`src/rtl/lsu_ctrl.sv`:
```
// rtl/lsu_ctrl.sv - load/store controller: byte, word and misaligned accesses on an even-word memory
// Byte stores use read-modify-write; misaligned words are split into two word accesses.
module lsu_ctrl #(
  parameter int AW = 16
) (
  input  logic          clock,
  input  logic          reset_n,
  input  logic          req_valid,
  output logic          req_ready,
  input  logic          req_we,
  input  logic          req_byte,
  input  logic          req_sext,
  input  logic [AW-1:0] req_addr,
  input  logic [15:0]   req_wdata,
  output logic          resp_valid,
  output logic [15:0]   resp_rdata,
  output logic [AW-1:0] addrm,
  output logic [15:0]   wmdata,
  output logic          re,
  output logic          we,
  output logic          mem_alu,
  input  logic [15:0]   rwdata
);

  typedef enum logic [2:0] {IDLE, RD0, WR0, RD1, WR1, RESP} state_t;

  state_t        state_q;
  logic [AW-1:0] addr_q;
  logic [15:0]   wdata_q;
  logic [15:0]   h0_q;
  logic [15:0]   h1_q;
  logic [15:0]   rdata_q;
  logic          st_q;
  logic          byte_q;
  logic          sext_q;

  logic [AW-1:0] e_addr;
  logic [AW-1:0] e2_addr;
  logic          mis;
  logic [7:0]    byte_sel;
  logic [15:0]   load0_d;
  logic          re_d;
  logic          we_d;

  assign e_addr  = {addr_q[AW-1:1], 1'b0};
  assign e2_addr = e_addr + AW'(2);
  assign mis     = ~byte_q & addr_q[0];

  // Result of a single-word load, taken straight from the memory word as it is captured into H0.
  always_comb begin
    byte_sel = addr_q[0] ? rwdata[15:8] : rwdata[7:0];
    load0_d  = rwdata;
    if (byte_q) begin
      load0_d = sext_q ? {{8{byte_sel[7]}}, byte_sel} : {8'h00, byte_sel};
    end
  end

  always_ff @(posedge clock) begin
    if (!reset_n) begin
      state_q <= IDLE;
      addr_q  <= '0;
      wdata_q <= '0;
      h0_q    <= '0;
      h1_q    <= '0;
      rdata_q <= '0;
      st_q    <= 1'b0;
      byte_q  <= 1'b0;
      sext_q  <= 1'b0;
    end else begin
      case (state_q)
        IDLE: begin
          if (req_valid) begin
            addr_q  <= req_addr;
            wdata_q <= req_wdata;
            st_q    <= req_we;
            byte_q  <= req_byte;
            sext_q  <= req_sext;
            state_q <= (req_we && !req_byte && !req_addr[0]) ? WR0 : RD0;
          end
        end
        RD0: begin
          h0_q <= rwdata;
          if (st_q) begin
            state_q <= WR0;
          end else if (mis) begin
            state_q <= RD1;
          end else begin
            rdata_q <= load0_d;
            state_q <= RESP;
          end
        end
        WR0: begin
          if (mis) begin
            state_q <= RD1;
          end else begin
            rdata_q <= '0;
            state_q <= RESP;
          end
        end
        RD1: begin
          h1_q <= rwdata;
          if (st_q) begin
            state_q <= WR1;
          end else begin
            rdata_q <= {rwdata[7:0], h0_q[15:8]};
            state_q <= RESP;
          end
        end
        WR1: begin
          rdata_q <= '0;
          state_q <= RESP;
        end
        RESP:    state_q <= IDLE;
        default: state_q <= IDLE;
      endcase
    end
  end

  always_comb begin
    addrm   = '0;
    wmdata  = '0;
    re_d    = 1'b0;
    we_d    = 1'b0;
    mem_alu = 1'b1;
    case (state_q)
      RD0: begin
        addrm   = e_addr;
        re_d    = 1'b1;
        mem_alu = 1'b0;
      end
      RD1: begin
        addrm   = e2_addr;
        re_d    = 1'b1;
        mem_alu = 1'b0;
      end
      WR0: begin
        addrm = e_addr;
        we_d  = 1'b1;
        if (!byte_q && !addr_q[0]) begin
          wmdata = wdata_q;
        end else if (byte_q && !addr_q[0]) begin
          wmdata = {h0_q[15:8], wdata_q[7:0]};
        end else begin
          wmdata = {wdata_q[7:0], h0_q[7:0]};
        end
      end
      WR1: begin
        addrm  = e2_addr;
        we_d   = 1'b1;
        wmdata = {h1_q[15:8], wdata_q[15:8]};
      end
      default: ;
    endcase
  end

  // Strobes drop immediately on reset so a write in flight never commits.
  assign re         = re_d & reset_n;
  assign we         = we_d & reset_n;
  assign req_ready  = (state_q == IDLE);
  assign resp_valid = (state_q == RESP);
  assign resp_rdata = rdata_q;

endmodule

```
`config.mk`:
```
export PLATFORM = sky130hd
export DESIGN_NAME = lsu_ctrl
export DESIGN_NICKNAME = d
export VERILOG_FILES = /design/src/rtl/lsu_ctrl.sv
export SDC_FILE = /design/constraint.sdc
export NUM_CORES = 1
export LEC_CHECK = 0
export BUFFER_PORTS_ARGS = -buffer_cell sky130_fd_sc_hd__buf_2
export CAP_MARGIN = 20
export CORE_ASPECT_RATIO = 1.25
export CORE_MARGIN = 2
export CORE_UTILIZATION = 45
export CTS_CLUSTER_DIAMETER = 150
export DETAILED_ROUTE_END_ITERATION = 8
export PLACE_DENSITY_LB_ADDON = 0.05
export SYNTH_ARGS = -nofsm -noshare
export SYNTH_HDL_FRONTEND = slang
export SYNTH_SLANG_ARGS = --single-unit
```
`constraint.sdc`:
```
create_clock -name clock -period 3.05 [get_ports clock]
set_input_delay 0.305 -clock clock [delete_from_list [all_inputs] [get_ports clock]]
set_output_delay 0.305 -clock clock [all_outputs]
set_load 0.05 [all_outputs]
```
==> metrics.sh <==
RESULT_OF_THE_RUN='complete, no violations'
HOLD_VIOL_FINAL=0
SYNTH_XOR_AREA_FRAC=0.00629
CLKLATENCYLATEPIN_NS=0.34
FIN_CRIT_SH=0.891
WORSTMARGINPINSLEW_NS=0.765
IOPINCOUNT=107
SYNTH_LARGEST_TYPE_AREA_FRACTION=0.374
WORSTHOLDPATHTYPE='input pin to flop'
GRT_MAX_DEGREE=60
SETUP_TNS_NS=0
TIMING.MAX_CAP.VIOLATIONS=0
UNREPAIRED_SETUP_ENDPOINTS_AFTER_GLOBAL_ROUTING='false'
EFFECTIVE_UTILIZATION_AT_FLOORPLAN=0.460
POST_CTS_SIZING=0
HOLD_BUFFERS=0
SYN_NETS=612
CLKTRANSATPATHREGS_NS=0.06
COMMONEST_CELLS_AFTER_ROUTING_FILL_AND_TAPS_ASIDE='nand2_1, buf_2, a21oi_1'
STD_CELL_ROWS=39
SYNTH_COMPOUND_AREA_FRAC=0.230
CLKSINKCOUNT=78
BUFFER_PORTS.INSERTED=105
DRC_ERRORS_LEFT=0
TIME_THE_FINAL_WORST_PATH_NEEDS_WITH_I_O_DELAYS_AND_SETUP_NS=2.72
SETUP.WORST_PATH.START_CLASS='flop'
WL_UM=12000
COREAREA_MM2=0.00908
SYNTH_REGISTER_BITS=78
DIE-WIDTH_UM=90.2
YOSYS-TOP-CELLS-AREA='dfxtp_1, nand2_1, a21oi_1, mux2i_1, o21ai_0'
NUMBER_OF_PINS_EXCEEDING_THEIR_MAX_SLEW_LIMIT_IN_THE_FINAL_REPORT=0
CTS_BUFFERS=9
NUMBER_OF_ENABLE_FLIP_FLOP_CELLS_AFTER_SYNTHESIS=0
PRECTSSETUPSLACK_NS=0.702
ASYNC_RESET_FF_FRAC=0
MAX_CLOCK_FREQ_MHz=368
SYNTH_FLOP_CELL='dfxtp_1'
FINAL-INSTANCE-COUNT-EXCL-FILL=764
TOTAL_LEAKAGE_POWER_nW=2.10
FIRST_GLOBAL_VIAS=3949
FINAL.SETUP.WORST_SLACK_NS=0.332
NETLIST.TOP_CELL.BY_AREA='dfxtp_1'
CLK_PATH_BUF_DEPTH=2
POST_SYNTH_NUM_CELL_TYPES=54
POST-PLACE-CELLS=748
DR.PASS1.ITERS=6
HEIGHT_OF_THE_DIE_UM=112
WORST-ENDPOINT-REQUIRED_NS=2.74
FINAL_NETS=691
MAX_SLEW_HEADROOM=0.489
LEADING_CELL_TYPE_IN_THE_LAYOUT_FILL_AND_TAPS_EXCLUDED='nand2_1'
CLOCK_TREE_FROM_TRITONCTS='yes'
SYNTHMUXAREASHARE=0.0790
TIMING.CLOCK.SKEW_NS=0.00712
SYNTH_TOP_FAMILY_BY_AREA='simple AND/OR/NAND/NOR gates'
DIE_AREA_MM2=0.0101
SYNTH-ADDER-AREA-SHARE=0.00299
AREA_OF_THE_MULTI_INPUT_GATES_MM2=0.00237
SYNTH.AVG_CELL_AREA_UM2=7.50
DRT-WIRELENGTH-PER-CELL_UM=15.7
CP_DATA_ARRIVAL_TIME_NS=2.41
CTS_ROOT_BUFFER='clkbuf_16'
POSTSYNTHCELLCOUNT=557
N_ANTENNA_CELL=0
VDD_DROP_MAX_uV=451
POWER-PER-CELL-AREA_mW_PER_MM2=659
DRTANTENNAVIOLNETS=0
POST-CTS-SETUP-BUFFER-COUNT=0
SYNTH-SEQ-AREA-SHARE=0.374
GPL.FINAL_WEIGHTED_CONGESTION=0.895
WORST_PATH_FANOUT_MAX=19
TRACK_USAGE=0.236
YOSYS_WARNINGS=0
DRT_ITER0_MARKERS=257
YOSYS.AREA_SHARE.SIMPLE=0.248
NUM-FILL-CELLS=932
VIA_COUNT=4201
POST_ROUTE_CELLS_DRIVE_ABOVE_1_SHARE=0.222
CTSHTREEMAXLEVEL=3
DRT-VIAS-PER-INSTANCE=5.50
GR-TOTAL-OVERFLOW=0
TIMING.SETUP.CRITICAL_PATH_CLASS='flop to output port'
NUMBER_OF_ANTENNA_VIOLATIONS_AT_THE_FIRST_CHECK_IN_GLOBAL_ROUTING=0
FINALSETUPVIOLATIONS=0
FIRST_PASS_GRT_WIRE_LENGTH_UM=19000
CRITPATHCAPTURETYPE='output port'
LAYOUT.AREA.SEQ_MM2=0.00156
SYNTHESIS.AREA_MM2=0.00418
DETAILED_PLACE_HPWL_UM=8570
SYNTH_TO_FINAL_AREA_CHANGE_PCT=19.6
synth_stat cells, types with 2 or more instances:
| library cell | count |
|---|---|
| nor4_1 | 4 |
| buf_4 | 6 |
| o221ai_1 | 7 |
| mux2i_1 | 33 |
| nand4_1 | 3 |
| or4_1 | 3 |
| nand2b_1 | 8 |
| buf_2 | 21 |
| nor2_1 | 19 |
| o211ai_1 | 2 |
| a21o_1 | 3 |
| or3b_1 | 2 |
| nand2_2 | 2 |
| xor2_1 | 3 |
| o21ai_1 | 3 |
| a22o_1 | 9 |
| and3b_1 | 2 |
| nand2_1 | 154 |
| and3_1 | 2 |
| nand3_1 | 13 |
| o31ai_1 | 9 |
| or2_1 | 3 |
| o21ai_0 | 23 |
| a21oi_1 | 85 |
| inv_1 | 4 |
| a31oi_1 | 6 |
| clkbuf_1 | 17 |
| dfxtp_1 | 78 |
| a2bb2oi_1 | 8 |
area by class of cell:
class	count	share of cell area
inverter	5	0.00376
clock inverter	6	0.0123
clock buffer	10	0.0478
sequential	78	0.312
timing repair buffer	114	0.119
multi-input combinational	428	0.474
tap	123	0.0308
logic make-up (layout without fill, tap and decap cells):
kind of cell | count (synthesis) | in the layout
other | 1 | 1
DFF | 78 | 78
muxes | 33 | 33
AOI/OAI and AO/OA | 161 | 161
xor gates and xnor gates | 3 | 3
and+or+nand+nor | 229 | 229
adders and majority gates | 1 | 1
buffers and inverters | 51 | 135
path summary, 6_finish.rpt:
path | from | endpoint | slack, ns | cells past startpoint
min | req_addr[1] | addr_q[1]$_SDFFE_PN0P_ | 0.20 | 3
max reg2reg | state_q[1]$_SDFFE_PN0P_ | resp_rdata[14]$_SDFFE_PN0P_ | 0.86 | 4
min reg2reg | h0_q[3]$_SDFFE_PN0N_ | h0_q[3]$_SDFFE_PN0N_ | 0.46 | 2
max | state_q[2]$_SDFFE_PN0P_ | addrm[11] | 0.33 | 5
worst max-delay path: stages (launching register included):
cell and delay [ns]:
dfxtp_1 0.66, or3b_1 0.55, nand2_2 0.26, o21ai_0 0.13, a31oi_1 0.17, buf_2 0.28
stage by stage:
stage	utilization	power [mW]	hold WS (ns)	area [um2]
2_1_floorplan	-	2.00	0.436	4180
3_3_place_gp	0.518	2.22	0.446	4700
3_5_place_dp	0.518	2.23	0.449	4700
4_1_cts	0.551	3.32	0.190	5000
5_1_grt	0.551	3.45	0.210	5000
6_report	0.551	3.29	0.198	5000
routing by layer:
metal | share of wire | global-route usage | up-vias
met1 | 0.42 | 0.278 | 1937
met5 | 0 | 0 | -
met4 | 0.031 | 0.120 | 0
met3 | 0.043 | 0.0264 | 31
li1 | - | - | 2097
met2 | 0.51 | 0.422 | 136
state kept, by name (all words and copies together), names as in the netlist:
| signal | cells |
|---|---|
| h1_q | 8 |
| st_q | 1 |
| sext_q | 1 |
| state_q | 3 |
| addr_q | 16 |
| wdata_q | 16 |
| byte_q | 1 |
| resp_rdata | 16 |
| h0_q | 16 |
power breakdown:
part           internal, mW  switching (mW)  total [mW]  leakage [nW]
sequential             1.14           0.122        1.26         0.638
combinational         0.295           0.657       0.952          1.32
clock                 0.653           0.430        1.08         0.148
(Power assumes the default switching activity.)
